### src/rtl/golden_nonce_tx_pkg.sv
// Shared definitions for the golden-nonce UART transmitter.
//   CLK_DIV_DEFAULT  : hash_clk cycles per UART bit (50 MHz / 115200)
//   BYTES_PER_NONCE  : bytes serialised per 32-bit nonce
//   BITS_PER_BYTE    : data bits per 8N1 character
//   tx_state_e       : UART framing FSM encoding
package golden_nonce_tx_pkg;

    localparam int CLK_DIV_DEFAULT = 434;
    localparam int NONCE_W         = 32;
    localparam int BYTES_PER_NONCE = 4;
    localparam int BITS_PER_BYTE   = 8;

    typedef enum logic [1:0] {
        ST_IDLE  = 2'd0,
        ST_START = 2'd1,
        ST_DATA  = 2'd2,
        ST_STOP  = 2'd3
    } tx_state_e;

endpackage

### src/rtl/golden_nonce_tx_nonce_fifo.sv
// nonce_fifo: single-clock synchronous FIFO holding queued golden nonces.
//   clk, reset       : clock, synchronous active-high reset
//   push, push_data  : write request and data
//   pop              : read request; pop_data is the current head (show-ahead)
//   full, empty      : occupancy flags
//   count            : number of stored entries (0..2**DEPTH_LOG2)
// A push while full is accepted only if a pop happens in the same cycle.
module nonce_fifo #(
    parameter int DEPTH_LOG2 = 2,
    parameter int WIDTH      = 32
) (
    input  logic                  clk,
    input  logic                  reset,
    input  logic                  push,
    input  logic [WIDTH-1:0]      push_data,
    input  logic                  pop,
    output logic [WIDTH-1:0]      pop_data,
    output logic                  full,
    output logic                  empty,
    output logic [DEPTH_LOG2:0]   count
);

    localparam int DEPTH = 1 << DEPTH_LOG2;

    logic [WIDTH-1:0]      mem_q [DEPTH];
    logic [WIDTH-1:0]      mem_d [DEPTH];
    logic [DEPTH_LOG2-1:0] wr_ptr_q, wr_ptr_d;
    logic [DEPTH_LOG2-1:0] rd_ptr_q, rd_ptr_d;
    logic [DEPTH_LOG2:0]   count_q, count_d;
    logic                  push_ok;
    logic                  pop_ok;

    assign full     = (count_q == (DEPTH_LOG2+1)'(DEPTH));
    assign empty    = (count_q == '0);
    assign count    = count_q;
    assign pop_data = mem_q[rd_ptr_q];

    assign pop_ok  = pop && !empty;
    assign push_ok = push && (!full || pop_ok);

    always_comb begin
        mem_d    = mem_q;
        wr_ptr_d = wr_ptr_q;
        rd_ptr_d = rd_ptr_q;
        count_d  = count_q;
        if (push_ok) begin
            mem_d[wr_ptr_q] = push_data;
            wr_ptr_d        = wr_ptr_q + DEPTH_LOG2'(1);
        end
        if (pop_ok) begin
            rd_ptr_d = rd_ptr_q + DEPTH_LOG2'(1);
        end
        case ({push_ok, pop_ok})
            2'b10:   count_d = count_q + (DEPTH_LOG2+1)'(1);
            2'b01:   count_d = count_q - (DEPTH_LOG2+1)'(1);
            default: count_d = count_q;
        endcase
    end

    always_ff @(posedge clk) begin
        if (reset) begin
            wr_ptr_q <= '0;
            rd_ptr_q <= '0;
            count_q  <= '0;
        end else begin
            wr_ptr_q <= wr_ptr_d;
            rd_ptr_q <= rd_ptr_d;
            count_q  <= count_d;
        end
    end

    // Storage needs no reset: entries are only read once count covers them.
    always_ff @(posedge clk) begin
        mem_q <= mem_d;
    end

endmodule

### src/rtl/golden_nonce_tx.sv
// golden_nonce_tx: queues golden nonces and sends each to the host as four
// 8N1 UART bytes, least-significant byte first.
//   hash_clk           : sole clock
//   reset              : synchronous active-high reset
//   golden_nonce_in    : nonce, valid while golden_nonce_match is high
//   golden_nonce_match : one-cycle strobe per nonce
//   txd                : registered UART line, idle high
//   busy               : frame in progress (FSM not idle)
//   fifo_count         : nonces waiting, excluding the one being sent
//   overflow           : sticky, a nonce was dropped on a full queue
//
// state | meaning
// IDLE  | line high; pop next nonce when queue non-empty
// START | start bit (low) for CLK_DIV cycles
// DATA  | 8 data bits of current byte, LSB first
// STOP  | stop bit (high); next byte or back to IDLE
module golden_nonce_tx
    import golden_nonce_tx_pkg::*;
#(
    parameter int CLK_DIV    = CLK_DIV_DEFAULT,
    parameter int DEPTH_LOG2 = 2
) (
    input  logic                  hash_clk,
    input  logic                  reset,
    input  logic [31:0]           golden_nonce_in,
    input  logic                  golden_nonce_match,
    output logic                  txd,
    output logic                  busy,
    output logic [DEPTH_LOG2:0]   fifo_count,
    output logic                  overflow
);

    localparam logic [15:0] BIT_LAST  = 16'(CLK_DIV - 1);
    localparam logic [2:0]  BIT_IDX_LAST  = 3'(BITS_PER_BYTE - 1);
    localparam logic [1:0]  BYTE_IDX_LAST = 2'(BYTES_PER_NONCE - 1);

    tx_state_e            state_q, state_d;
    logic [15:0]          bit_cnt_q, bit_cnt_d;
    logic [2:0]           bit_idx_q, bit_idx_d;
    logic [1:0]           byte_idx_q, byte_idx_d;
    logic [NONCE_W-1:0]   shreg_q, shreg_d;
    logic                 txd_q, txd_d;
    logic                 overflow_q, overflow_d;

    logic                 fifo_push;
    logic                 fifo_pop;
    logic                 fifo_full;
    logic                 fifo_empty;
    logic [NONCE_W-1:0]   fifo_head;
    logic                 bit_tc;

    // A pop in the same cycle frees a slot, so a strobe on a full queue
    // is only lost when the FSM is not popping.
    assign fifo_push = golden_nonce_match && (!fifo_full || fifo_pop);

    nonce_fifo #(
        .DEPTH_LOG2 (DEPTH_LOG2),
        .WIDTH      (NONCE_W)
    ) u_fifo (
        .clk        (hash_clk),
        .reset      (reset),
        .push       (fifo_push),
        .push_data  (golden_nonce_in),
        .pop        (fifo_pop),
        .pop_data   (fifo_head),
        .full       (fifo_full),
        .empty      (fifo_empty),
        .count      (fifo_count)
    );

    assign bit_tc   = (bit_cnt_q == BIT_LAST);
    assign txd      = txd_q;
    assign busy     = (state_q != ST_IDLE);
    assign overflow = overflow_q;

    always_comb begin
        state_d    = state_q;
        bit_cnt_d  = bit_cnt_q;
        bit_idx_d  = bit_idx_q;
        byte_idx_d = byte_idx_q;
        shreg_d    = shreg_q;
        fifo_pop   = 1'b0;
        txd_d      = 1'b1;

        if (state_q != ST_IDLE) begin
            bit_cnt_d = bit_tc ? 16'd0 : bit_cnt_q + 16'd1;
        end

        case (state_q)
            ST_IDLE: begin
                if (!fifo_empty) begin
                    fifo_pop   = 1'b1;
                    shreg_d    = fifo_head;
                    byte_idx_d = 2'd0;
                    bit_idx_d  = 3'd0;
                    bit_cnt_d  = 16'd0;
                    state_d    = ST_START;
                end
            end
            ST_START: begin
                if (bit_tc) begin
                    bit_idx_d = 3'd0;
                    state_d   = ST_DATA;
                end
            end
            ST_DATA: begin
                if (bit_tc) begin
                    if (bit_idx_q == BIT_IDX_LAST) begin
                        state_d = ST_STOP;
                    end else begin
                        bit_idx_d = bit_idx_q + 3'd1;
                    end
                end
            end
            ST_STOP: begin
                if (bit_tc) begin
                    if (byte_idx_q != BYTE_IDX_LAST) begin
                        byte_idx_d = byte_idx_q + 2'd1;
                        shreg_d    = shreg_q >> BITS_PER_BYTE;
                        state_d    = ST_START;
                    end else begin
                        state_d = ST_IDLE;
                    end
                end
            end
            default: state_d = ST_IDLE;
        endcase

        // txd is registered, so it is derived from the state being entered.
        case (state_d)
            ST_START: txd_d = 1'b0;
            ST_DATA:  txd_d = shreg_d[{2'b00, bit_idx_d}];
            default:  txd_d = 1'b1;
        endcase

        overflow_d = overflow_q | (golden_nonce_match && fifo_full && !fifo_pop);
    end

    always_ff @(posedge hash_clk) begin
        if (reset) begin
            state_q    <= ST_IDLE;
            bit_cnt_q  <= '0;
            bit_idx_q  <= '0;
            byte_idx_q <= '0;
            shreg_q    <= '0;
            txd_q      <= 1'b1;
            overflow_q <= 1'b0;
        end else begin
            state_q    <= state_d;
            bit_cnt_q  <= bit_cnt_d;
            bit_idx_q  <= bit_idx_d;
            byte_idx_q <= byte_idx_d;
            shreg_q    <= shreg_d;
            txd_q      <= txd_d;
            overflow_q <= overflow_d;
        end
    end

endmodule

### config.mk
export PLATFORM = sky130hd
export DESIGN_NAME = golden_nonce_tx
export DESIGN_NICKNAME = d
export VERILOG_FILES = /design/src/rtl/golden_nonce_tx_pkg.sv /design/src/rtl/golden_nonce_tx_nonce_fifo.sv /design/src/rtl/golden_nonce_tx.sv
export SDC_FILE = /design/constraint.sdc
export NUM_CORES = 1
export LEC_CHECK = 0
export CAP_MARGIN = 5
export CORE_MARGIN = 2
export CORE_UTILIZATION = 25
export DETAILED_ROUTE_END_ITERATION = 6
export GPL_TIMING_DRIVEN = 0
export SYNTH_ARGS = -nofsm -noshare
export SYNTH_HDL_FRONTEND = slang
export SYNTH_SLANG_ARGS = --single-unit
### constraint.sdc
create_clock -name hash_clk -period 4.67 [get_ports hash_clk]
set_clock_uncertainty 0.2 [all_clocks]
set_input_delay 0.7005 -clock hash_clk [delete_from_list [all_inputs] [get_ports hash_clk]]
set_output_delay 0.7005 -clock hash_clk [all_outputs]
set_load 0.01 [all_outputs]
==> out/metrics.yaml, run 1 <==
outcome: "finished, final reports clean"
synth.area.top_cells: "edfxtp_1, dfxtp_1, mux4_2"
overflow: 0
seq_area_frac_synth: 0.637
worstMarginPinSlew_ns: 0.960
die_w_um: 183
crit_type: "flop to flop"
antenna_found_initial: 0
path_cells: "inv_1 -> ha_1 -> clkbuf_1 -> o31ai_1 -> clkinv_1 -> clkbuf_1 -> ha_1 -> inv_1 -> fa_1 -> xor2_1 -> or3_1 -> a21oi_1"
tritoncts_num_sinks: 192
placedInstanceArea_um2: 9000
cp_slowest_stage_delay_ns: 0.49
required_ns: 4.83
io_buffers: 39
synth_top_area_frac: 0.478
ir_worst_vdd_v: 0.000276
rsz0062_at_grt: "false"
synthArstFlopShare: 0
synth.top_cells.by_count: "edfxtp_1, dfxtp_1, nor2_1"
path_buf_inv: 5
synth_edf_count: 128
power_frac_seq: 0.404
slew_headroom: 0.360
floorplan.initialDensity: 0.254
cp-end-kind: "flop"
fin_nets: 709
clock_latency_ns: 0.44
critPathSlowestCell: "clkbuf_1"
critPathMaxFanout: 10
switching_share: 0.354
place.gp.congestion: 0.845
cts_tree: "built"
final_area_um2: 9580
drt_wl_total_mm: 17.3
dr.first_iter.drc_count: 326
syn-cell-area_um2: 8040
power_frac_comb: 0.325
p_int_mw: 3.42
drt_first_pass_iters: 5
cellPowerDensity_nw_per_um2: 552
clk_pin_slew_worst_paths_ns: 0.07
hold_viol_final: 0
grt_max_degree: 33
num_io_pins: 41
grt_pass1_vias: 4886
setup-tns-final_ns: 0
fin_crit_sh: 0.815
pre_cts_ws_ns: 0.909
grt_use_total: 0.107
hp-class: "flop to flop"
p_sw_mw: 1.87
pwr-share-clk: 0.272
syn2layout_area_growth_pct: 19.0
cts_buffers: 17
syn_inst: 597
vias: 4933
synth.most_common_cell: "edfxtp_1"
coreArea_um2: 31600
p_leak_nw: 3.04
synth.distinct_cells: 56
cts_setup_buffers: 0
diodes: 0
synth_ff_type: "edfxtp_1"
drv_slew: 0
syn_nets: 648
grt_pass1_wl_mm: 27.3
total_power_mw: 5.29
avgViaCountPerCell: 4.60
h-tree-depth: 4
yosysWarningCount: 0
die_y_um: 183
core.rowCount: 65
synth_top_cell_by_area: "edfxtp_1"
syn_avg_cell_area_um2: 13.5
cts_hold_buf: 0
setup_viol: 0
wire_per_inst_um: 16.1
ant_nets: 0
drive_above_1_share: 0.122
synth-seq-cells: 192
worst_slack_ns: 0.865
max_freq_ghz: 0.263
root_buffer: "clkbuf_16"
final.min_clock_period_ns: 3.80
crit_family: "buffers and inverters"
drv_cap: 0
start_kind: "flop"
clock_path_buffers: 2
dieArea_um2: 33600
hpwl_mm: 11.7
ctsResizeCount: 0
crit_arrival_ns: 3.97
drc: 0
[kinds of logic after synthesis]
group / synth area share
AOI/OAI and AO/OA: 0.0952
xor gates and xnor gates: 0.00980
adders and majority gates: 0.0258
buffers and inverters: 0.0233
DFF: 0.637
muxes: 0.0995
and+or+nand+nor: 0.109
[power groups by stage]
stage                     Combinational (mW)  Clock, mW  Sequential, mW
after floorplan                         1.20          0            2.15
after global placement                  1.71          0            2.17
after detailed placement                1.73          0            2.17
after CTS                               1.74       1.48            2.14
after global routing                    1.92       1.54            2.16
final                                   1.72       1.44            2.13
[stage by stage]
step                utilization  std cells  hold slack, ns
floorplan                     -        597           0.236
global placement          0.283       1038           0.244
detailed placement        0.285       1041           0.256
CTS                       0.303       1073           0.268
global route              0.303       1073           0.285
finish                    0.303       1073           0.264
[per-layer routing]
metal / track usage / vias up / part of all wire
met1: 0.144 / 2430 / 0.48
met2: 0.171 / 87 / 0.48
li1: - / 2404 / -
met3: 0.0290 / 12 / 0.034
met4: 0.0266 / 0 / 0.0087
met5: 0 / - / 0
[layout by cell type (no fill, tap or decap), types with 5 or more instances in the layout]
cell and count:
clkbuf_1 26, clkbuf_16 17, mux4_2 32, clkdlybuf4s50_1 39, a22oi_1 21, nand3_1 14, nand3b_1 5, ha_1 15
edfxtp_1 128, inv_1 15, buf_2 6, nor2_1 62, inv_6 5, nor3_1 21, mux2i_1 8, xor2_1 6
nand2_1 39, a21oi_1 41, o21ai_0 16, dfxtp_1 64, a311oi_1 7
[path summary, 6_finish.rpt]
path / startpoint / end / slack [ns] / cells after the start
worst max register to register: state_q[0]$_SDFF_PP0_ / u_fifo.count[2]$_SDFFE_PP0P_ / 0.87 / 12
worst max-delay path: state_q[0]$_SDFF_PP0_ / u_fifo.count[2]$_SDFFE_PP0P_ / 0.87 / 12
worst min-delay path: byte_idx_q[1]$_SDFFE_PP0P_ / byte_idx_q[1]$_SDFFE_PP0P_ / 0.26 / 2
worst min register to register: byte_idx_q[1]$_SDFFE_PP0P_ / byte_idx_q[1]$_SDFFE_PP0P_ / 0.26 / 2
[flip-flops by register name, indices dropped and copies added, names as in the netlist]
name             count
bit_idx_q            3
bit_cnt_q           16
u_fifo.rd_ptr_q      2
shreg_q             32
u_fifo.wr_ptr_q      2
txd                  1
u_fifo.count         3
u_fifo.mem_q       128
byte_idx_q           2
state_q              2
overflow             1
[final cells by class]
class / instances / area (µm²)
fillers: 3132 / 22100
flip-flops and latches: 192 / 5120
multi-input cells: 357 / 2740
well taps: 402 / 503
repair buffers: 42 / 450
clock buffers: 18 / 429
clock inverters: 14 / 144
plain buffers: 32 / 128
inverters: 16 / 60.1
[worst min-delay path: cells and delay by family, from the launching register on]
family	cells	cell delay [ns]
AO/OA/AOI/OAI	1	0.05
flip-flops	1	0.32
AND/OR/NAND/NOR	1	0.05
No activity file was read; power rests on OpenSTA's default activity.
==> inputs of run 2 (changes only) <==
Clock period 4.67 ns to 3.1 ns, I/O delays scaled along.
==> out/metrics.yaml, run 2 (synthesis results as in run 1) <==
dr.first_iter.drc_count: 352
place.gp.congestion: 0.845
die_w_um: 183
cellPowerDensity_nw_per_um2: 835
h-tree-depth: 4
grt_use_total: 0.107
crit_start: "state_q[0]$_SDFF_PP0_"
switching_share: 0.353
max_freq_ghz: 0.334
final.min_clock_period_ns: 3.00
p_int_mw: 5.21
grt_max_degree: 33
drc: 0
fin_crit_sh: 0.967
nFillCells: 3123
path_cells: "inv_1 -> ha_1 -> inv_2 -> nor2_1 -> buf_2 -> a2111o_1 -> o21ai_4 -> mux2i_1 -> o31a_1 -> a311o_1"
clk_pin_slew_worst_paths_ns: 0.07
cts_setup_buffers: 0
coreArea_um2: 31600
hpwl_mm: 11.7
cts_buffers: 17
power_frac_comb: 0.331
worstMarginPinSlew_ns: 0.827
avgViaCountPerCell: 4.63
setup_viol: 0
path_buf_inv: 3
p_leak_nw: 3.08
final_area_um2: 9650
crit_family: "compound AO/OA/AOI/OAI gates"
overflow: 0
drv_slew: 0
wire_per_inst_um: 16.2
placedInstanceArea_um2: 9000
ant_nets: 0
syn2layout_area_growth_pct: 19.9
critPathSlowestCell: "a2111o_1"
min_from: "reset"
worst_slack_ns: 0.103
crit_type: "flop to flop"
p_sw_mw: 2.84
reg2reg_from: "state_q[0]$_SDFF_PP0_"
clock_path_buffers: 2
fin_nets: 707
die_y_um: 183
top_register: "u_fifo.mem_q"
antenna_found_initial: 0
cp_slowest_stage_delay_ns: 0.52
clock_latency_ns: 0.43
layout_common_cells: "edfxtp_1, dfxtp_1, nor2_1"
largest_register_ffs: 128
num_io_pins: 41
final_cells: 1071
total_power_mw: 8.05
diodes: 0
vias: 4956
drive_above_1_share: 0.136
root_buffer: "clkbuf_16"
cp-end-kind: "flop"
crit_arrival_ns: 3.11
outcome: "finished, final reports clean"
required_ns: 3.21
drv_cap: 0
drt_first_pass_iters: 5
postLayoutCoreUtil: 0.305
cts_tree: "built"
hold_viol_final: 0
core.rowCount: 65
slew_headroom: 0.449
grt_pass1_vias: 4883
drt_wl_total_mm: 17.3
tritoncts_num_sinks: 192
io_buffers: 39
finalHoldWorstSlack_ns: 0.252
pre_cts_ws_ns: -0.661
power_frac_seq: 0.401
hp-class: "primary input to flop"
reg.largest.list: "u_fifo.mem_q x128, shreg_q x32, bit_cnt_q x16"
pwr-share-clk: 0.268
setup-tns-final_ns: 0
grt_pass1_wl_mm: 27.3
start_kind: "flop"
dieArea_um2: 33600
final_common_cell: "edfxtp_1"
ir_worst_vdd_v: 0.000381
rsz0062_at_grt: "true"
floorplan.initialDensity: 0.254
critPathMaxFanout: 10
dp.cells: 1041
-- run 2: final timing paths --
path,slack [ns],cells after the start,to
max,0.10,10,txd$_SDFF_PP1_
min reg2reg,0.27,2,byte_idx_q[1]$_SDFFE_PP0P_
max reg2reg,0.10,10,txd$_SDFF_PP1_
min,0.25,2,shreg_q[3]$_SDFF_PP0_
-- run 2: per-layer routing --
layer  track usage  vias up  part of all wire
li1              -     2406                 -
met1         0.143     2452              0.47
met2         0.171       87              0.48
met3        0.0290       11             0.035
met4        0.0266        0            0.0087
met5             0        -                 0
-- run 2: what timing repair did --
item / CTS / global route
hold buffers: 0 / 0
setup endpoints to repair: 36 / 56
gates resized for setup: 5 / 18
-- run 2: power by group through the flow --
stage               clock (mW)  sequential, mW  combinational [mW]
floorplan                    0            3.24                1.81
global placement             0            3.27                2.57
detailed placement           0            3.27                2.60
CTS                       2.22            3.22                2.62
global route              2.32            3.26                2.97
finish                    2.16            3.23                2.66
-- run 2: cell type report --
type	instances	area, µm²	share of cell area
clock buffer	18	429	0.0445
buffer	30	130	0.0135
inverter	16	73.8	0.00765
multi-input combinational	357	2790	0.289
tap	402	503	0.0521
timing repair buffer	42	450	0.0467
sequential	192	5120	0.531
clock inverter	14	144	0.0149
